<file path="src/rtl/t06_multi_apple_placer.sv">
// -----------------------------------------------------------------------------
// t06_multi_apple_placer
//
// Places one of NUM_APPLES apples on the playfield per request. A candidate
// {y,x} comes from an external random source; it is checked against every
// valid snake body segment (one segment per cycle), the exclusive playfield
// walls, the snake head, the other apple slots and an optional distance window
// around the head. Rejected candidates are retried until MAX_TRIES rejections
// have accumulated, after which FALLBACK_LOC is used instead.
//
// Ports
//   system_clk       : clock, rising edge
//   reset            : asynchronous reset, active-high
//   place_req        : one-cycle request to re-place slot apple_idx (IDLE only)
//   apple_idx        : slot to re-place; out-of-range values select slot 0
//   mode             : 00/11 any position, 01 near the head, 10 far from the head
//   candidate        : {y,x} candidate from the random source
//   snake_head_x/y   : head position
//   XMIN/XMAX/YMIN/YMAX : exclusive walls
//   snakeArrayX/Y    : packed body segments, segment k at [k*COORD_W +: COORD_W]
//   snake_length     : number of valid segments
//   apple_locations  : slot i at [i*2*COORD_W +: 2*COORD_W], {y,x}
//   busy             : placement in progress
//   done             : one-cycle pulse when a slot is written
//   fallback         : last placement used FALLBACK_LOC
// -----------------------------------------------------------------------------
module t06_multi_apple_placer #(
    parameter int NUM_APPLES   = 2,
    parameter int MAX_LENGTH   = 30,
    parameter int COORD_W      = 4,
    parameter int MAX_TRIES    = 15,
    parameter int NEAR_DIST    = 3,
    parameter int FAR_DIST     = 8,
    parameter     FALLBACK_LOC = 8'h68
) (
    input  logic                              system_clk,
    input  logic                              reset,
    input  logic                              place_req,
    input  logic [1:0]                        apple_idx,
    input  logic [1:0]                        mode,
    input  logic [2*COORD_W-1:0]              candidate,
    input  logic [COORD_W-1:0]                snake_head_x,
    input  logic [COORD_W-1:0]                snake_head_y,
    input  logic [COORD_W-1:0]                XMIN,
    input  logic [COORD_W-1:0]                XMAX,
    input  logic [COORD_W-1:0]                YMIN,
    input  logic [COORD_W-1:0]                YMAX,
    input  logic [MAX_LENGTH*COORD_W-1:0]     snakeArrayX,
    input  logic [MAX_LENGTH*COORD_W-1:0]     snakeArrayY,
    input  logic [4:0]                        snake_length,
    output logic [NUM_APPLES*2*COORD_W-1:0]   apple_locations,
    output logic                              busy,
    output logic                              done,
    output logic                              fallback
);

    localparam int TW = (MAX_TRIES > 0) ? $clog2(MAX_TRIES + 1) : 1;
    localparam logic [2*COORD_W-1:0] FB_LOC = (2*COORD_W)'(FALLBACK_LOC);

    // Distance limits once the search has been relaxed halfway through the tries.
    localparam int NEAR_RELAX = NEAR_DIST + 2;
    localparam int FAR_RELAX  = (FAR_DIST > 2) ? FAR_DIST - 2 : 0;
    localparam int RELAX_AT   = MAX_TRIES / 2;

    typedef enum logic [2:0] {
        IDLE   = 3'd0,
        FETCH  = 3'd1,
        SCAN   = 3'd2,
        DECIDE = 3'd3,
        COMMIT = 3'd4
    } state_t;

    state_t                  state_q;
    logic                    busy_q;
    logic                    done_q;
    logic                    fallback_q;
    logic [TW-1:0]           tries_q;
    logic [1:0]              idx_q;
    logic [1:0]              mode_q;
    logic [2*COORD_W-1:0]    cand_q;
    logic [4:0]              seg_ptr_q;
    logic                    hit_q;
    logic [2*COORD_W-1:0]    sel_q;
    logic [2*COORD_W-1:0]    loc_q [NUM_APPLES];

    function automatic logic [COORD_W-1:0] abs_diff(input logic [COORD_W-1:0] a,
                                                    input logic [COORD_W-1:0] b);
        return (a >= b) ? (a - b) : (b - a);
    endfunction

    // One extra bit keeps the sum of two full-range differences exact.
    function automatic logic [COORD_W:0] manhattan(input logic [COORD_W-1:0] ax,
                                                   input logic [COORD_W-1:0] ay,
                                                   input logic [COORD_W-1:0] bx,
                                                   input logic [COORD_W-1:0] by);
        return {1'b0, abs_diff(ax, bx)} + {1'b0, abs_diff(ay, by)};
    endfunction

    logic [COORD_W-1:0] cand_x;
    logic [COORD_W-1:0] cand_y;
    assign cand_x = cand_q[COORD_W-1:0];
    assign cand_y = cand_q[2*COORD_W-1:COORD_W];

    // Body segment addressed by the scan pointer.
    logic [COORD_W-1:0] seg_x_d;
    logic [COORD_W-1:0] seg_y_d;
    always_comb begin
        seg_x_d = '0;
        seg_y_d = '0;
        for (int k = 0; k < MAX_LENGTH; k++) begin
            if (seg_ptr_q == 5'(k)) begin
                seg_x_d = snakeArrayX[k*COORD_W +: COORD_W];
                seg_y_d = snakeArrayY[k*COORD_W +: COORD_W];
            end
        end
    end

    logic       seg_match_d;
    logic [4:0] scan_len_d;
    logic       scan_last_d;
    assign seg_match_d = (seg_x_d == cand_x) && (seg_y_d == cand_y);
    // snake_length may exceed the storage depth; only stored segments are scanned.
    assign scan_len_d  = (int'(snake_length) > MAX_LENGTH) ? 5'(MAX_LENGTH) : snake_length;
    assign scan_last_d = (seg_ptr_q == scan_len_d - 5'd1);

    // Candidate already occupied by a different apple slot.
    logic slot_clash_d;
    always_comb begin
        slot_clash_d = 1'b0;
        for (int j = 0; j < NUM_APPLES; j++) begin
            if ((idx_q != 2'(j)) && (loc_q[j] == cand_q)) begin
                slot_clash_d = 1'b1;
            end
        end
    end

    logic [COORD_W:0] dist_d;
    logic             relaxed_d;
    logic             out_of_field_d;
    logic             on_head_d;
    logic             dist_reject_d;
    logic             reject_d;

    assign dist_d         = manhattan(cand_x, cand_y, snake_head_x, snake_head_y);
    assign relaxed_d      = (int'(tries_q) >= RELAX_AT);
    assign out_of_field_d = (cand_x <= XMIN) || (cand_x >= XMAX) ||
                            (cand_y <= YMIN) || (cand_y >= YMAX);
    assign on_head_d      = (cand_x == snake_head_x) && (cand_y == snake_head_y);

    always_comb begin
        dist_reject_d = 1'b0;
        if (mode_q == 2'b01) begin
            dist_reject_d = int'(dist_d) > (relaxed_d ? NEAR_RELAX : NEAR_DIST);
        end else if (mode_q == 2'b10) begin
            dist_reject_d = int'(dist_d) < (relaxed_d ? FAR_RELAX : FAR_DIST);
        end
    end

    assign reject_d = hit_q || out_of_field_d || on_head_d || slot_clash_d || dist_reject_d;

    always_ff @(posedge system_clk or posedge reset) begin
        if (reset) begin
            state_q    <= IDLE;
            busy_q     <= 1'b0;
            done_q     <= 1'b0;
            fallback_q <= 1'b0;
            tries_q    <= '0;
            idx_q      <= '0;
            mode_q     <= '0;
            cand_q     <= '0;
            seg_ptr_q  <= '0;
            hit_q      <= 1'b0;
            sel_q      <= '0;
            for (int i = 0; i < NUM_APPLES; i++) begin
                loc_q[i] <= {COORD_W'(2), COORD_W'(2 + 2*i)};
            end
        end else begin
            done_q <= 1'b0;
            case (state_q)
                IDLE: begin
                    if (place_req) begin
                        idx_q   <= (int'(apple_idx) < NUM_APPLES) ? apple_idx : 2'd0;
                        mode_q  <= (mode == 2'b11) ? 2'b00 : mode;
                        tries_q <= '0;
                        busy_q  <= 1'b1;
                        state_q <= FETCH;
                    end
                end
                FETCH: begin
                    cand_q    <= candidate;
                    seg_ptr_q <= '0;
                    hit_q     <= 1'b0;
                    state_q   <= (snake_length == 5'd0) ? DECIDE : SCAN;
                end
                SCAN: begin
                    if (seg_match_d) begin
                        hit_q <= 1'b1;
                    end
                    if (scan_last_d) begin
                        state_q <= DECIDE;
                    end else begin
                        seg_ptr_q <= seg_ptr_q + 5'd1;
                    end
                end
                DECIDE: begin
                    if (reject_d) begin
                        if (int'(tries_q) < MAX_TRIES) begin
                            tries_q <= tries_q + TW'(1);
                            state_q <= FETCH;
                        end else begin
                            sel_q      <= FB_LOC;
                            fallback_q <= 1'b1;
                            state_q    <= COMMIT;
                        end
                    end else begin
                        sel_q      <= cand_q;
                        fallback_q <= 1'b0;
                        state_q    <= COMMIT;
                    end
                end
                COMMIT: begin
                    for (int i = 0; i < NUM_APPLES; i++) begin
                        if (idx_q == 2'(i)) begin
                            loc_q[i] <= sel_q;
                        end
                    end
                    done_q  <= 1'b1;
                    busy_q  <= 1'b0;
                    state_q <= IDLE;
                end
                default: begin
                    state_q <= IDLE;
                    busy_q  <= 1'b0;
                end
            endcase
        end
    end

    always_comb begin
        apple_locations = '0;
        for (int i = 0; i < NUM_APPLES; i++) begin
            apple_locations[i*2*COORD_W +: 2*COORD_W] = loc_q[i];
        end
    end

    assign busy     = busy_q;
    assign done     = done_q;
    assign fallback = fallback_q;

endmodule

</file>
<file path="config.mk">
export PLATFORM = sky130hd
export DESIGN_NAME = t06_multi_apple_placer
export DESIGN_NICKNAME = d
export VERILOG_FILES = /design/src/rtl/t06_multi_apple_placer.sv
export SDC_FILE = /design/constraint.sdc
export NUM_CORES = 1
export LEC_CHECK = 0
export BUFFER_PORTS_ARGS = -buffer_cell sky130_fd_sc_hd__buf_2
export CAP_MARGIN = 5
export CELL_PAD_IN_SITES_DETAIL_PLACEMENT = 0
export CELL_PAD_IN_SITES_GLOBAL_PLACEMENT = 1
export CORE_MARGIN = 4
export CORE_UTILIZATION = 37
export DETAILED_ROUTE_END_ITERATION = 16
export GPL_TIMING_DRIVEN = 1
export PLACE_DENSITY_LB_ADDON = 0.1
export REMOVE_ABC_BUFFERS = 1
export SETUP_SLACK_MARGIN = 0.05
export SLEW_MARGIN = 20
export SYNTH_ARGS = -nofsm -noshare
export SYNTH_HDL_FRONTEND = slang
export SYNTH_SLANG_ARGS = --single-unit
</file>
<file path="constraint.sdc">
create_clock -name system_clk -period 7.33 [get_ports system_clk]
set_clock_uncertainty 0.15 [all_clocks]
set_input_delay 1.466 -clock system_clk [delete_from_list [all_inputs] [get_ports system_clk]]
set_output_delay 1.466 -clock system_clk [all_outputs]
set_load 0.05 [all_outputs]
</file>
## Word-level counts from Yosys, hierarchy flattened

Cells that the tools add are included.

| storage, ports and cells | value |
|---|---|
| bits in registers | 52 |
| input bits | 284 |

| cells by class | value |
|---|---|
| add/sub/neg operators | 8 |
| order comparisons | 12 |
| equal/unequal tests | 52 |
| mux-type cells | 92 |
| bitwise operators | 1 |
| reductions and logical operators | 28 |

Operators with widths:

| kind | count |
|---|---|
| 4-bit 2-to-1 mux | 66 |
| 5-bit equality test, second input constant | 14 |
| 5-bit by 4-bit equality test with 1-bit output, second input constant | 8 |
| 5-bit by 3-bit equality test with 1-bit output, second input constant | 4 |
| 4-bit equality test | 4 |
| 8-bit equality test | 2 |
| 4-bit >= comparator | 4 |
| 8-bit 2-to-1 mux | 2 |
| 2-bit AND reduction | 8 |
| 4-bit subtractor | 4 |
| 3-bit 2-to-1 mux | 5 |
| 2-bit != test, second input constant | 7 |
| 3-bit case mux with 4 select lines | 1 |
| 5-bit by 2-bit equality test with 1-bit output, second input constant | 2 |
| 5-bit logical NOT | 2 |
| 1-bit 2-to-1 mux | 10 |
| 5-bit 2-to-1 mux | 2 |
| 5-bit case mux with 2 select lines | 1 |
| 4-bit <= comparator | 2 |
| 4-bit case mux with 2 select lines | 1 |
| 1-bit logical OR | 7 |
| 3-bit by 2-bit equality test with 1-bit output, second input constant | 2 |
| 2-bit nonzero test | 3 |
| 4-bit by 4-bit adder with 5-bit output | 1 |
| 24 further kinds | 31 |

## Longest topological paths before layout

Gate-level depths: netlist of run 1.

| depth | value |
|---|---|
| word-level depth | 35 |
| depth in mapped cells | 21 |

## Worst setup path before layout of run 1

No wires, ideal clock.

| timing path | value |
|---|---|
| path type | input to register |
| start | input port snake_head_x[0] |
| end | register sel_q[3] |
| library setup time | 0.134 ns |
| arrival time | 5.226 ns |
| slack | 1.820 ns |
| stages | 19 |
| cell sequence | ha_1 > inv_1 > fa_1 > a21o_1 > a21o_1 > a21oi_1 > mux2_2 > fa_1 > xor2_1 > ha_1 > nor2b_1 > o21ai_0 > a31oi_1 > nand4_1 > or2_1 > clkbuf_1 > clkbuf_1 > nor2_1 > a21oi_1 |

| on the way | value |
|---|---|
| cells in the longest elaborated chain, start to end | 9 |
| elaborated cells on any way between the ends | 17 |
| classes of those cells | add/sub (3); order compare (3); eq/ne (2); mux (4); reduce/logical (5) |

Ends and longest elaborated chain:

| item | RTL line | source |
|---|---|---|
| from (decl) | 42 | `input logic [COORD_W-1:0] snake_head_x,` |
| 4-bit subtractor / 4-bit >= comparator (equally long branches) | 88 | `return (a >= b) ? (a - b) : (b - a);` |
| 4-bit 2-to-1 mux | 88 |  |
| 4-bit by 4-bit adder with 5-bit output | 96 | `return {1'b0, abs_diff(ax, bx)} + {1'b0, abs_diff(ay, by)};` |
| 5-bit by 4-bit less-than comparator with 1-bit output | 155 | `dist_reject_d = int'(dist_d) < (relaxed_d ? FAR_RELAX : FAR_DIST);` |
| 1-bit 2-to-1 mux | 154 | `end else if (mode_q == 2'b10) begin` |
| 1-bit 2-to-1 mux | 152 | `if (mode_q == 2'b01) begin` |
| 1-bit logical OR * | 159 | `assign reject_d = hit_q \|\| out_of_field_d \|\| on_head_d \|\| slot_clash_d \|\| dist_reject_d;` |
| 2-bit != test (no line) | -- |  |
| 2-bit AND reduction (no line) | -- |  |
| to (signal assigned) | 216 | `sel_q <= cand_q;` |
| to (decl) | 83 | `logic [2*COORD_W-1:0] sel_q;` |

Every way passes the cells marked *; elsewhere a longest branch is shown, timed or not.
A chain may end at the register's enable or synchronous reset.

## Worst setup path after layout of run 1

| timing path | value |
|---|---|
| start | input port snake_head_x[0] |
| end | register sel_q[1] |

Same word-level chain as after synthesis.

==> impl_summary.log, run 1 <==
INFO  metric die_w = 146.1 um
INFO  metric viasPerCell = 6.031
INFO  metric final_design_area_no_fill = 8881 um^2
INFO  metric global_route.usage.total = 28.95%
INFO  metric syn_avg_cell_area = slightly below 8 um^2
INFO  metric cts_resized = 0
INFO  metric synth.distinct_cells = 87
INFO  metric die_h = 146.1 um
INFO  metric tritoncts = yes
INFO  metric cts_buffer_depth = 2
INFO  metric setup.worst_path.class = in2reg
INFO  metric period_share = between 70% and 80%
INFO  metric vdd_ir_drop_max = a little over 0.0003 V
INFO  metric synth-main-ff-cell = sky130_fd_sc_hd__dfrtp_1
INFO  metric cts_hold_repair.buffers = 0
INFO  metric core_region_area = 18770 um^2
INFO  metric timing_max_transition_violations_final = 0
INFO  metric synth_seq_cells = 51
INFO  metric crit_path_start = snake_head_x[0]
INFO  metric unrepaired_setup_endpoints_after_global_routing = false
INFO  metric fin_tns_setup = 0 ps
INFO  metric finalHoldViolations = 0
INFO  metric synth-edff-count = 0
INFO  metric drt_pre_antenna_iters = 6
INFO  metric max_slew.worst_pin.slew = 1087 ps
INFO  metric cts_root_buffer = sky130_fd_sc_hd__clkbuf_16
INFO  metric synth-warning-count = 0
INFO  metric placed_cell_area = 8672 um^2
INFO  metric drt_iter0_markers = 650
INFO  metric dr_total_vias = 8522
INFO  metric antenna_left = 0
INFO  metric antenna_violations_before_repair = 11
INFO  metric netlist_area = between 7000 and 8000 um^2
INFO  metric critPathLaunchType = primary input
INFO  metric worstReg2RegEnd = sel_q[1]
INFO  metric post_cts_buffers = 0
INFO  metric drc = 0
INFO  metric worstPathArrival = 5760 ps
INFO  metric pwr_cell_area = between 200 and 300 nW/um^2
INFO  metric holdPathStages = 1
INFO  metric worst_hold_path_ep = fallback
INFO  metric nFillCells = approximately 2000
INFO  metric crit_fanout = 17
INFO  metric ctsHtreeMaxLevel = 2
INFO  metric detail_routed_net_length_per_standard_cell = between 20 and 25 um
INFO  metric num-nets-final = 1506
INFO  metric first_global_vias = 8380
INFO  metric r2r_start = cand_q[0]
INFO  metric fin_hold_ws = about 370 ps
INFO  metric grt_max_degree = 52
INFO  metric ys_seq_area_share = 18.15%
INFO  metric tritoncts.num_buffers = 5
INFO  metric hpwl = 26460 um
INFO  metric layout-drive-gt1-share = 32.05%
INFO  metric clock-sinks = 51
INFO  metric row_count = 50
INFO  metric critical_path_data_required_time = 7330 ps
INFO  metric floorplan.initialDensity = 37.62%
INFO  metric outcome = finished clean
INFO  metric timing.slew.headroom = about a quarter
INFO  metric lkg_pwr = around 4.2 nW
INFO  metric timing.fmax = 0.1737 GHz
INFO  metric gp_routability_congestion = about 0.94
INFO  metric clkLatencyLatePin = 290 ps
INFO  metric timing.critical_path.to_type = flop
INFO  metric min_period = 5757 ps
INFO  metric max-cap-violations = 0
INFO  metric io_pins = 303
INFO  metric setup_violations = 0
INFO  metric port_buffers = 302
INFO  metric most-common-layout-cells = sky130_fd_sc_hd__buf_2 (302), sky130_fd_sc_hd__a21oi_1 (73), sky130_fd_sc_hd__nand2_1 (71)
INFO  metric reg2reg_depth = 18
INFO  metric clock_pin_slew_reported_for_the_worst_setup_and_hold_paths_after_clock_tree_synthesis = roughly 70 ps
INFO  metric grt_pass1_wl = approximately 49000 um
INFO  metric async_flop_share = 100.0%
INFO  metric die_outline_area = 21360 um^2
INFO  metric routed_wirelength = 32690 um
INFO  metric synth_cells = 912
INFO  metric worst_hold_startpoint = fallback
INFO  metric flop_to_flop_setup_slack = 1960 ps
INFO  metric area_growth_syn_to_layout = 25.78%
INFO  metric overflow_after_grt = 0
INFO  metric most_common_cell_after_layout_fill_and_taps_aside = sky130_fd_sc_hd__buf_2
INFO  metric hold_class = reg2reg
INFO  metric totalPowerFinal = 0.002484 W
[worst max-delay path, stage by stage]
cell                       delay, ps
sky130_fd_sc_hd__buf_2            90
sky130_fd_sc_hd__ha_1            140
sky130_fd_sc_hd__inv_1            60
sky130_fd_sc_hd__fa_1            400
sky130_fd_sc_hd__a21o_1          180
sky130_fd_sc_hd__a21o_1          170
sky130_fd_sc_hd__a21oi_1         320
sky130_fd_sc_hd__mux2_2          420
sky130_fd_sc_hd__fa_1            460
sky130_fd_sc_hd__xor2_1          190
sky130_fd_sc_hd__ha_1            310
sky130_fd_sc_hd__and3_1          150
sky130_fd_sc_hd__o21ai_0          80
sky130_fd_sc_hd__o21ai_0         150
sky130_fd_sc_hd__nand4_1         360
sky130_fd_sc_hd__or2_1           540
sky130_fd_sc_hd__nand3b_1        160
sky130_fd_sc_hd__o21ai_0         100
[Yosys cell counts, types with 5 or more instances]
cell                         n  area share [%]
sky130_fd_sc_hd__xor2_1     14             1.7
sky130_fd_sc_hd__o221ai_1   11             1.4
sky130_fd_sc_hd__nand4bb_1   6            0.96
sky130_fd_sc_hd__a21oi_1    73             5.2
sky130_fd_sc_hd__o21ai_0    61             4.3
sky130_fd_sc_hd__nor4bb_1    7            0.99
sky130_fd_sc_hd__a22o_1      6            0.74
sky130_fd_sc_hd__nor2_1     62             3.3
sky130_fd_sc_hd__or2_2       5            0.44
sky130_fd_sc_hd__o31ai_1     9            0.96
sky130_fd_sc_hd__nand3b_1   15             1.6
sky130_fd_sc_hd__fa_1        5             1.4
sky130_fd_sc_hd__buf_2      16             1.1
sky130_fd_sc_hd__mux2_2     23             3.7
sky130_fd_sc_hd__and2_1      5            0.44
sky130_fd_sc_hd__o22ai_1    19             1.7
sky130_fd_sc_hd__ha_1       45             8.0
sky130_fd_sc_hd__nor3_1     16             1.1
sky130_fd_sc_hd__inv_1      48             2.6
sky130_fd_sc_hd__xnor2_1    22             2.7
sky130_fd_sc_hd__nor4_1      6            0.53
sky130_fd_sc_hd__nor3b_1     5            0.53
sky130_fd_sc_hd__clkbuf_1   33             1.8
sky130_fd_sc_hd__buf_4       9            0.96
sky130_fd_sc_hd__mux2i_1     8             1.1
sky130_fd_sc_hd__nand4b_1    8            0.99
sky130_fd_sc_hd__and4b_1     9             1.3
sky130_fd_sc_hd__o211ai_1   11             1.2
sky130_fd_sc_hd__nor2b_1    17             1.5
sky130_fd_sc_hd__a221oi_1   21             2.6
sky130_fd_sc_hd__a211oi_1   10             1.1
sky130_fd_sc_hd__a21o_1     19             2.0
sky130_fd_sc_hd__nand2b_1   16             1.4
sky130_fd_sc_hd__nand3_1    22             1.6
sky130_fd_sc_hd__a22oi_1    10             1.1
sky130_fd_sc_hd__dfrtp_1    47              17
sky130_fd_sc_hd__and3_1      8            0.71
sky130_fd_sc_hd__a2111oi_0   6            0.74
sky130_fd_sc_hd__a31oi_1     6            0.53
sky130_fd_sc_hd__nand2_1    71             3.8
sky130_fd_sc_hd__a32oi_1     9             1.1
sky130_fd_sc_hd__nand4_1    15             1.3
[cell type report]
type                    count  area (um^2)  area share, %
clock inverters             3        67.56         0.7608
clock buffers               5        125.1          1.409
inverters                  50        188.9          2.127
well taps                 234        292.8          3.297
multi-input cells         747         5285          59.51
diodes                      6        15.01         0.1691
repair buffers            317         1624          18.29
flip-flops and latches     51         1282          14.44
[registers in the layout, indices dropped and copies added, names as in the netlist]
signal and cells:
busy 1, hit_q 1, mode_q 2, apple_locations 16
done 1, tries_q 4, sel_q 8, idx_q 1
fallback 1, state_q 3, cand_q 8, seg_ptr_q 5
[how the worst max path moves through the flow]
stage          depth (start not counted)  slack, ps  endpoint
6_report                              18       1570  sel_q[1]
5_1_grt                               18       1270  sel_q[1]
4_1_cts                               18       1540  sel_q[1]
3_5_place_dp                          18       1280  sel_q[4]
3_3_place_gp                          18       1390  sel_q[0]
2_1_floorplan                         17       1950  sel_q[0]
[power breakdown]
group / switching [W] / internal, W / total [W]
Sequential: 0.000162 / 0.000357 / 0.000520
Combinational: 0.000953 / 0.000712 / 0.00167
Clock: 0.000103 / 0.000196 / 0.000299
Total: 0.00122 / 0.00127 / 0.00248
[kinds of logic after synthesis]
logic type	Yosys count	share of synthesized area [%]
simple gates	317	25.45
compound gates	313	30.68
buf+inv	114	7.071
flops	51	18.15
fa+ha+maj	50	9.392
xor+xnor	36	4.466
mux	31	4.802
[per-layer routing]
layer	GRT usage, %	up-vias	routed length [um]
met5	0	-	64
met1	36.53	4044	12980
met2	50.43	407	16110
met4	9.266	12	985
met3	4.842	69	2549
li1	-	3990	-
[metrics by stage]
step | utilization, % | worst slack, ps | std cells
global placement | 46.21 | 1393 | 1399
CTS | 47.23 | 1544 | 1407
global route | 47.31 | 1270 | 1412
finish | 47.32 | 1573 | 1413
detailed placement | 46.21 | 1277 | 1399
floorplan | - | 1952 | 848
No activity file was read; power rests on OpenSTA's default activity.
==> run 2, diff against run 1 <==
--- a/config.mk
+++ b/config.mk
@@ -10,7 +10,7 @@
 export CELL_PAD_IN_SITES_DETAIL_PLACEMENT = 0
 export CELL_PAD_IN_SITES_GLOBAL_PLACEMENT = 1
 export CORE_MARGIN = 4
-export CORE_UTILIZATION = 37
+export CORE_UTILIZATION = 31
 export DETAILED_ROUTE_END_ITERATION = 16
 export GPL_TIMING_DRIVEN = 1
 export PLACE_DENSITY_LB_ADDON = 0.1
==> constraint.sdc (replaced) <==
create_clock -name system_clk -period 4.7 [get_ports system_clk]
set_clock_uncertainty 0.15 [all_clocks]
set_input_delay 0.94 -clock system_clk [delete_from_list [all_inputs] [get_ports system_clk]]
set_output_delay 0.94 -clock system_clk [all_outputs]
set_load 0.05 [all_outputs]
==> run 2 against run 1 <==
Utilization is 5.5 points lower. Hold slack better by 7.0 ps. Via count is 0.67% higher. Critical path depth is 2 higher. Clock-buffer cell count stayed put. Sequential power is 43% higher. Total power is 64% higher.
==> impl_summary.log, run 2 (synthesized netlist as in run 1, its figures left out) <==
INFO  metric die_h = 158.9 um (+8.7%)
INFO  metric worstPathArrival = 4540 ps (-1220 ps)
INFO  metric timing.critical_path.to_type = flop
INFO  metric placedCellCount = 1479 (+5.7%)
INFO  metric max_slew.worst_pin.slew = 945.5 ps (-141.5 ps)
INFO  metric antenna_violations_before_repair = 4 (-7)
INFO  metric setup_violations = 0 (unchanged)
INFO  metric hpwl = 28770 um (+8.7%)
INFO  metric floorplan.initialDensity = 31.96% (-5.7 points)
INFO  metric cts_root_buffer = sky130_fd_sc_hd__clkbuf_16
INFO  metric viasPerCell = 5.723 (-5.1%)
INFO  metric timing.slew.headroom = 36.83% (+11 points)
INFO  metric timing_max_transition_violations_final = 0 (unchanged)
INFO  metric drc = 0 (unchanged)
INFO  metric first_global_vias = 8543 (+1.9%)
INFO  metric antenna_left = 0 (unchanged)
INFO  metric critPathLaunchType = primary input
INFO  metric ctsHtreeMaxLevel = 2 (unchanged)
INFO  metric port_buffers = 302 (unchanged)
INFO  metric r2r_start = cand_q[0]
INFO  metric tritoncts.num_buffers = 5 (unchanged)
INFO  metric max-cap-violations = 0 (unchanged)
INFO  metric dr_total_vias = 8579 (+0.67%)
INFO  metric gp_routability_congestion = 0.9194 (-2.3%)
INFO  metric global_route.usage.met3 = 3.084% (-1.8 points)
INFO  metric holdPathStages = 2 (+1)
INFO  metric detail_routed_net_length_per_standard_cell = 23.31 um (+0.75%)
INFO  metric row_count = 54 (+8.0%)
INFO  metric io_pins = 303 (unchanged)
INFO  metric grt_util_met1 = 31.02% (-5.5 points)
INFO  metric period_share = 96.17%
INFO  metric globalRouteMet2Util = 48.28% (-2.1 points)
INFO  metric drt_pre_antenna_iters = 5 (-1)
INFO  metric outcome = finished clean
INFO  metric finalNonFillerCells = 1499 (+6.1%)
INFO  metric clock-sinks = 51 (unchanged)
INFO  metric critical_path_data_required_time = 4720 ps (-2610 ps)
INFO  metric most_common_cell_after_layout_fill_and_taps_aside = sky130_fd_sc_hd__buf_2
INFO  metric reg2reg_depth = 20 (+2)
INFO  metric tritoncts = yes
INFO  metric timing.fmax = between 0.2 and 0.25 GHz
INFO  metric routed_wirelength = 34940 um (+6.9%)
INFO  metric hold_class = reg2reg
INFO  metric placed_cell_area = 8999 um^2 (+3.8%)
INFO  metric crit_fanout = 5 (-12)
INFO  metric lkg_pwr = 4.375 nW (+3.9%)
INFO  metric min_period = roughly 4500 ps
INFO  metric most-common-layout-cells = sky130_fd_sc_hd__buf_2 (301), sky130_fd_sc_hd__a21oi_1 (72), sky130_fd_sc_hd__nand2_1 (71)
INFO  metric layout-drive-gt1-share = 34.96% (+2.9 points)
INFO  metric num-nets-final = 1543 (+2.5%)
INFO  metric largest_register_ffs = 16 (unchanged)
INFO  metric die_w = 158.9 um (+8.7%)
INFO  metric global_route.peak_usage_layer = met2
INFO  metric cts_buffer_depth = 2 (unchanged)
INFO  metric clkLatencyLatePin = 290 ps (about the same)
INFO  metric core_region_area = 22090 um^2 (+18%)
INFO  metric global_route.usage.total = 25.91% (-3.0 points)
INFO  metric die_outline_area = 25250 um^2 (+18%)
INFO  metric vdd_ir_drop_max = 0.0003500 V (+15%)
INFO  metric grt_pass1_wl = 51600 um (+4.9%)
INFO  metric final_design_area_no_fill = 9233 um^2 (+4.0%)
INFO  metric finalHoldViolations = 0 (unchanged)
INFO  metric area_growth_syn_to_layout = 30.76%
INFO  metric flop_to_flop_setup_slack = 390 ps (-1570 ps)
INFO  metric drt_iter0_markers = 612 (-5.8%)
INFO  metric pwr_cell_area = 441.7 nW/um^2 (+58%)
INFO  metric setup.worst_path.class = in2reg
INFO  metric worstReg2RegEnd = sel_q[7]
INFO  metric grt_max_degree = 61 (+17%)
INFO  metric overflow_after_grt = 0 (unchanged)
INFO  metric worst_hold_startpoint = busy
INFO  metric worst_hold_path_ep = busy
INFO  metric clock_pin_slew_reported_for_the_worst_setup_and_hold_paths_after_clock_tree_synthesis = 70 ps (about the same)
-- run 2: changes by cell type in the layout (fill, tap and decap cells not counted), moves of 2 or more --
cell,change
sky130_fd_sc_hd__buf_4,+34
sky130_fd_sc_hd__o21ai_1,+3
sky130_fd_sc_hd__inv_2,+2
sky130_fd_sc_hd__clkinv_2,+2
sky130_fd_sc_hd__or2_4,+3
sky130_fd_sc_hd__diode_2,+3
sky130_fd_sc_hd__o21ai_0,-3
sky130_fd_sc_hd__bufinv_16,-2
sky130_fd_sc_hd__fa_1,-2
sky130_fd_sc_hd__fa_2,+2
-- run 2: worst max-delay path, cell delays in order --
cell,delay (ps)
sky130_fd_sc_hd__buf_4,100
sky130_fd_sc_hd__ha_4,130
sky130_fd_sc_hd__inv_2,40
sky130_fd_sc_hd__fa_2,380
sky130_fd_sc_hd__a21o_1,170
sky130_fd_sc_hd__a21o_1,180
sky130_fd_sc_hd__a21oi_2,170
sky130_fd_sc_hd__buf_4,150
sky130_fd_sc_hd__mux2i_2,200
sky130_fd_sc_hd__xnor2_1,140
sky130_fd_sc_hd__ha_1,290
sky130_fd_sc_hd__xor2_1,160
sky130_fd_sc_hd__ha_1,310
sky130_fd_sc_hd__and3_1,160
sky130_fd_sc_hd__o21ai_0,80
sky130_fd_sc_hd__o21ai_1,140
sky130_fd_sc_hd__nand4_1,250
sky130_fd_sc_hd__or2_4,380
sky130_fd_sc_hd__nand3b_1,80
sky130_fd_sc_hd__o21ai_0,80
-- run 2: report_power, final --
part	internal, W	switching [W]	total, W
Clock	0.000195	0.000161	0.000356
Combinational	0.00133	0.00165	0.00298
Sequential	0.000559	0.000187	0.000746
Total	0.00208	0.00200	0.00408
-- run 2: stage by stage --
stage	power, W	utilization [%]	setup TNS [ps]	hold WS, ps	setup slack (ps)
after global placement	0.003587	40.73	-2775	371.7	-283.1
after global routing	0.004444	41.73	-48.12	394.6	-17.17
after floorplan	0.002512	-	-1264	303.3	-152.3
after CTS	0.004001	41.38	0	384.2	63.18
after detailed placement	0.003629	40.73	-3853	368.2	-374.8
final	0.004078	41.79	0	374.2	179.8
-- run 2: repair_timing --
| action | 4_1_cts | 5_1_grt |
|---|---|---|
| buffers inserted | 0 | 1 |
| pin swaps | 0 | 9 |
| endpoints found under the setup margin | 9 | 14 |
| gates resized for setup | 1 | 17 |
| cloned | 0 | 2 |
| hold buffers | 0 | 0 |
-- run 2: area by class of cell --
class / count / area (um^2)
fillers: 2383 / 12860
multi-input cells: 749 / 5343
repair buffers: 352 / 1906
flip-flops and latches: 51 / 1284
well taps: 280 / 350.3
inverters: 50 / 187.7
clock buffers: 5 / 125.1
diodes: 9 / 22.52
clock inverters: 3 / 15.01
-- run 2: metal layers --
metal	up-vias	wire length, um
met1	4108	13640
met5	-	0
li1	4075	-
met3	48	2015
met4	0	1097
met2	348	18190
-- run 2: worst max path at each step --
stage                    start         end  slack, ps
2_1_floorplan  snake_head_x[0]    sel_q[0]       -150
3_3_place_gp   snake_head_x[0]    sel_q[0]       -280
3_5_place_dp   snake_head_x[0]    sel_q[0]       -370
4_1_cts        snake_head_x[0]  state_q[0]         60
5_1_grt        snake_head_x[0]    sel_q[2]        -20
6_report       snake_head_x[0]    sel_q[7]        180
==> run 3, diff against run 2 <==
--- a/config.mk
+++ b/config.mk
@@ -5,12 +5,13 @@
 export SDC_FILE = /design/constraint.sdc
 export NUM_CORES = 1
 export LEC_CHECK = 0
+export ABC_AREA = 1
 export BUFFER_PORTS_ARGS = -buffer_cell sky130_fd_sc_hd__buf_2
 export CAP_MARGIN = 5
 export CELL_PAD_IN_SITES_DETAIL_PLACEMENT = 0
 export CELL_PAD_IN_SITES_GLOBAL_PLACEMENT = 1
 export CORE_MARGIN = 4
-export CORE_UTILIZATION = 31
+export CORE_UTILIZATION = 29
 export DETAILED_ROUTE_END_ITERATION = 16
 export GPL_TIMING_DRIVEN = 1
 export PLACE_DENSITY_LB_ADDON = 0.1
==> run 3 against run 2 <==
Die area rose by 5.9%. Largest cell class unchanged. Non-clock buffer count fell by 12. Highest routed layer unchanged. Cell count grew 26%. Sequential share of layout area down 0.14 points. Largest power group unchanged.
==> impl_summary.log, run 3 <==
INFO  metric outcome = finished clean
INFO  metric setup.worst_path.class = in2reg
INFO  metric pwr_cell_area = 474.4 nW/um^2 (+7.4%)
INFO  metric max_slew.worst_pin.slew = 895.8 ps (-49.73 ps)
INFO  metric layout-drive-gt1-share = 26.58% (-8.4 points)
INFO  metric crit_path_top_delay_cell = sky130_fd_sc_hd__fa_2
INFO  metric first_global_vias = 8022 (-6.1%)
INFO  metric cts_root_buffer = sky130_fd_sc_hd__clkbuf_16
INFO  metric critPathLaunchType = primary input
INFO  metric detail_routed_net_length_per_standard_cell = 14.53 um (-38%)
INFO  metric core_region_area = 23610 um^2 (+6.9%)
INFO  metric critical_path_data_required_time = 4730 ps (about the same)
INFO  metric overflow_after_grt = 0 (unchanged)
INFO  metric timing.critical_path.to_type = flop
INFO  metric synth-main-ff-cell = sky130_fd_sc_hd__dfrtp_1
INFO  metric port_buffers = 302 (unchanged)
INFO  metric fin_tns_setup = 0 ps (unchanged)
INFO  metric synth-warning-count = 0 (unchanged)
INFO  metric die_h = 163.5 um (+2.9%)
INFO  metric grt_util_met1 = 24.83% (-6.2 points)
INFO  metric synth-edff-count = 0 (unchanged)
INFO  metric ys_seq_area_share = 18.26% (+0.12 points)
INFO  metric synthDominantCellAreaShare = 23.70% (+7.0 points)
INFO  metric drc = 0 (unchanged)
INFO  metric placed_cell_area = 9049 um^2 (+0.56%)
INFO  metric gp_routability_congestion = 0.8231 (-10%)
INFO  metric grt_max_degree = 52 (-15%)
INFO  metric global_route.usage.total = 19.27% (-6.6 points)
INFO  metric unrepaired_setup_endpoints_after_global_routing = true
INFO  metric synth.distinct_cells = 49 (-44%)
INFO  metric cts_hold_repair.buffers = 0 (unchanged)
INFO  metric final_design_area_no_fill = 9308 um^2 (+0.81%)
INFO  metric area_growth_syn_to_layout = 32.67%
INFO  metric worstPathArrival = 4450 ps (-90 ps)
INFO  metric yosys-top-cells-count = sky130_fd_sc_hd__nand2_1 (443), sky130_fd_sc_hd__inv_1 (237), sky130_fd_sc_hd__o21ai_0 (117)
INFO  metric timing.fmax = 0.2261 GHz (+2.2%)
INFO  metric floorplan.initialDensity = 29.71% (-2.2 points)
INFO  metric setup_ws = 276.4 ps (+96.61 ps)
INFO  metric lkg_pwr = 5.351 nW (+22%)
INFO  metric hpwl = 23370 um (-19%)
INFO  metric hold_class = reg2reg
INFO  metric timing.critical_path.cells = buf_4, ha_4, inv_2, fa_2, nand3_2, nand3_2, buf_4, mux2_2, fa_2, xor2_1, ha_1, a21oi_1, o21ai_1, nor4_1, nor3_1, nand3_1, a31oi_1, nand2_2, inv_2, nand2_2, nand2_4, inv_2, o21a_1
INFO  metric clock_pin_slew_reported_for_the_worst_setup_and_hold_paths_after_clock_tree_synthesis = 70 ps (about the same)
INFO  metric clock-sinks = 51 (unchanged)
INFO  metric most_common_cell_after_layout_fill_and_taps_aside = sky130_fd_sc_hd__nand2_1
INFO  metric drt_pre_antenna_iters = 5 (unchanged)
INFO  metric synthTopCellsByArea = sky130_fd_sc_hd__nand2_1 (24%), sky130_fd_sc_hd__dfrtp_1 (17%), sky130_fd_sc_hd__inv_1 (13%)
INFO  metric period_share = 94.12% (-2.1 points)
INFO  metric die_outline_area = 26740 um^2 (+5.9%)
INFO  metric io_pins = 303 (unchanged)
INFO  metric dpl_worst_slack = -292.0 ps (+82.71 ps)
INFO  metric antenna_left = 0 (unchanged)
INFO  metric synth_seq_cells = 51 (unchanged)
INFO  metric tritoncts = yes
INFO  metric grt_pass1_wl = 41520 um (-20%)
INFO  metric final_core_utilization = 39.42% (-2.4 points)
INFO  metric timing.slew.headroom = 39.95% (+3.1 points)
INFO  metric clkLatencyLatePin = 290 ps (about the same)
INFO  metric viasPerCell = 4.496 (-21%)
INFO  metric largest_register_ffs = 16 (unchanged)
INFO  metric async_flop_share = 100.0% (unchanged)
INFO  metric setup_violations = 0 (unchanged)
INFO  metric row_count = 56 (+3.7%)
INFO  metric netlist_area = 7015 um^2 (-0.64%)
INFO  metric die_w = 163.5 um (+2.9%)
INFO  metric num-nets-final = 1898 (+23%)
INFO  metric yosys.area.top_type = sky130_fd_sc_hd__nand2_1
INFO  metric drt_iter0_markers = 502 (-18%)
INFO  metric worst_path_largest_cell_delay = 400 ps (+20 ps)
INFO  metric most-common-layout-cells = sky130_fd_sc_hd__nand2_1 (440), sky130_fd_sc_hd__buf_2 (302), sky130_fd_sc_hd__inv_1 (233)
INFO  metric min_period = 4424 ps (-96.61 ps)
INFO  metric finalHoldViolations = 0 (unchanged)
INFO  metric dr_total_vias = 8480 (-1.2%)
INFO  metric routed_wirelength = 27400 um (-22%)
INFO  metric cts_buffer_depth = 2 (unchanged)
INFO  metric worst_path_most_repeated_cell = sky130_fd_sc_hd__inv_2
INFO  metric tritoncts.num_buffers = 5 (unchanged)
INFO  metric most_frequent_cell_after_synthesis = sky130_fd_sc_hd__nand2_1
INFO  metric max-cap-violations = 0 (unchanged)
INFO  metric global_route.usage.met3 = 2.422% (-0.66 points)
INFO  metric syn_avg_cell_area = 5.621 um^2 (-27%)
INFO  metric crit_fanout = 6 (+1)
INFO  metric globalRouteMet2Util = 34.77% (-14 points)
INFO  metric antenna_violations_before_repair = 2 (-2)
INFO  metric synth_cells = 1248 (+37%)
INFO  metric timing_max_transition_violations_final = 0 (unchanged)
INFO  metric global_route.peak_usage_layer = met2
INFO  metric vdd_ir_drop_max = 0.0003434 V (-1.9%)
INFO  metric ctsHtreeMaxLevel = 2 (unchanged)
[run 3: cell type report]
cell class | count | area [um^2]
Inverter | 249 | 939.7
Clock inverter | 2 | 16.27
Multi-Input combinational cell | 917 | 4741
Timing Repair Buffer | 340 | 1797
Tap cell | 319 | 399.1
Antenna cell | 2 | 5.005
Fill cell | 2773 | 14310
Sequential cell | 51 | 1281
Clock buffer | 6 | 128.9
[run 3: what timing repair did]
action	CTS	global route
endpoints found under the setup margin	3	16
endpoints found under the hold margin	0	0
gates resized for setup	2	26
buffers inserted	0	2
gates cloned	0	1
pin swaps	0	10
[run 3: power by group]
part	internal, W	switching [W]
combinational	0.00135	0.00198
sequential	0.000576	0.000140
clock	0.000200	0.000169
[run 3: per-layer routing]
metal  part of all wire (%)  up-vias
met5                      0        -
met4                    1.4        0
met3                    5.6       22
met2                     49      215
met1                     44     3751
li1                       -     4492
[run 3: path summary, 6_finish.rpt]
path,startpoint,endpoint,slack [ps],cells after the start
worst min-delay path,apple_locations[10],apple_locations[10],360,2
min in group asynchronous,reset,apple_locations[15],570,2
worst min register to register,apple_locations[10],apple_locations[10],360,2
worst max-delay path,snake_head_x[0],tries_q[0],280,23
worst max register to register,cand_q[0],tries_q[0],510,23
max in group asynchronous,reset,sel_q[4],3380,2
[run 3: cell families (layout without fill, tap and decap cells)]
family / count (synthesis) / count (layout) / share of synthesized area (%)
AND/OR/NAND/NOR: 633 / 633 / 37.69
XOR/XNOR: 17 / 17 / 2.122
multiplexers: 4 / 4 / 0.6064
adder cells (fa/ha/maj): 50 / 50 / 9.453
flip-flops: 51 / 51 / 18.26
buffers and inverters: 280 / 597 / 15.61
AO/OA/AOI/OAI: 213 / 213 / 16.27
other: 0 / 2 / 0
[run 3: worst max-delay path: cells and delay by family]
kind	cells	cell delay (ps)
mux	1	300
buf+inv	5	430
compound gates	4	570
simple gates	8	820
fa+ha+maj	4	1220
xor+xnor	1	170
[run 3: metrics by stage]
step	std cells	total power, W	hold slack (ps)
floorplan	1217	0.002863	300.0
global placement	1873	0.003902	347.4
detailed placement	1873	0.003924	353.9
CTS	1881	0.004311	365.4
global route	1886	0.004959	382.4
finish	1886	0.004415	361.6
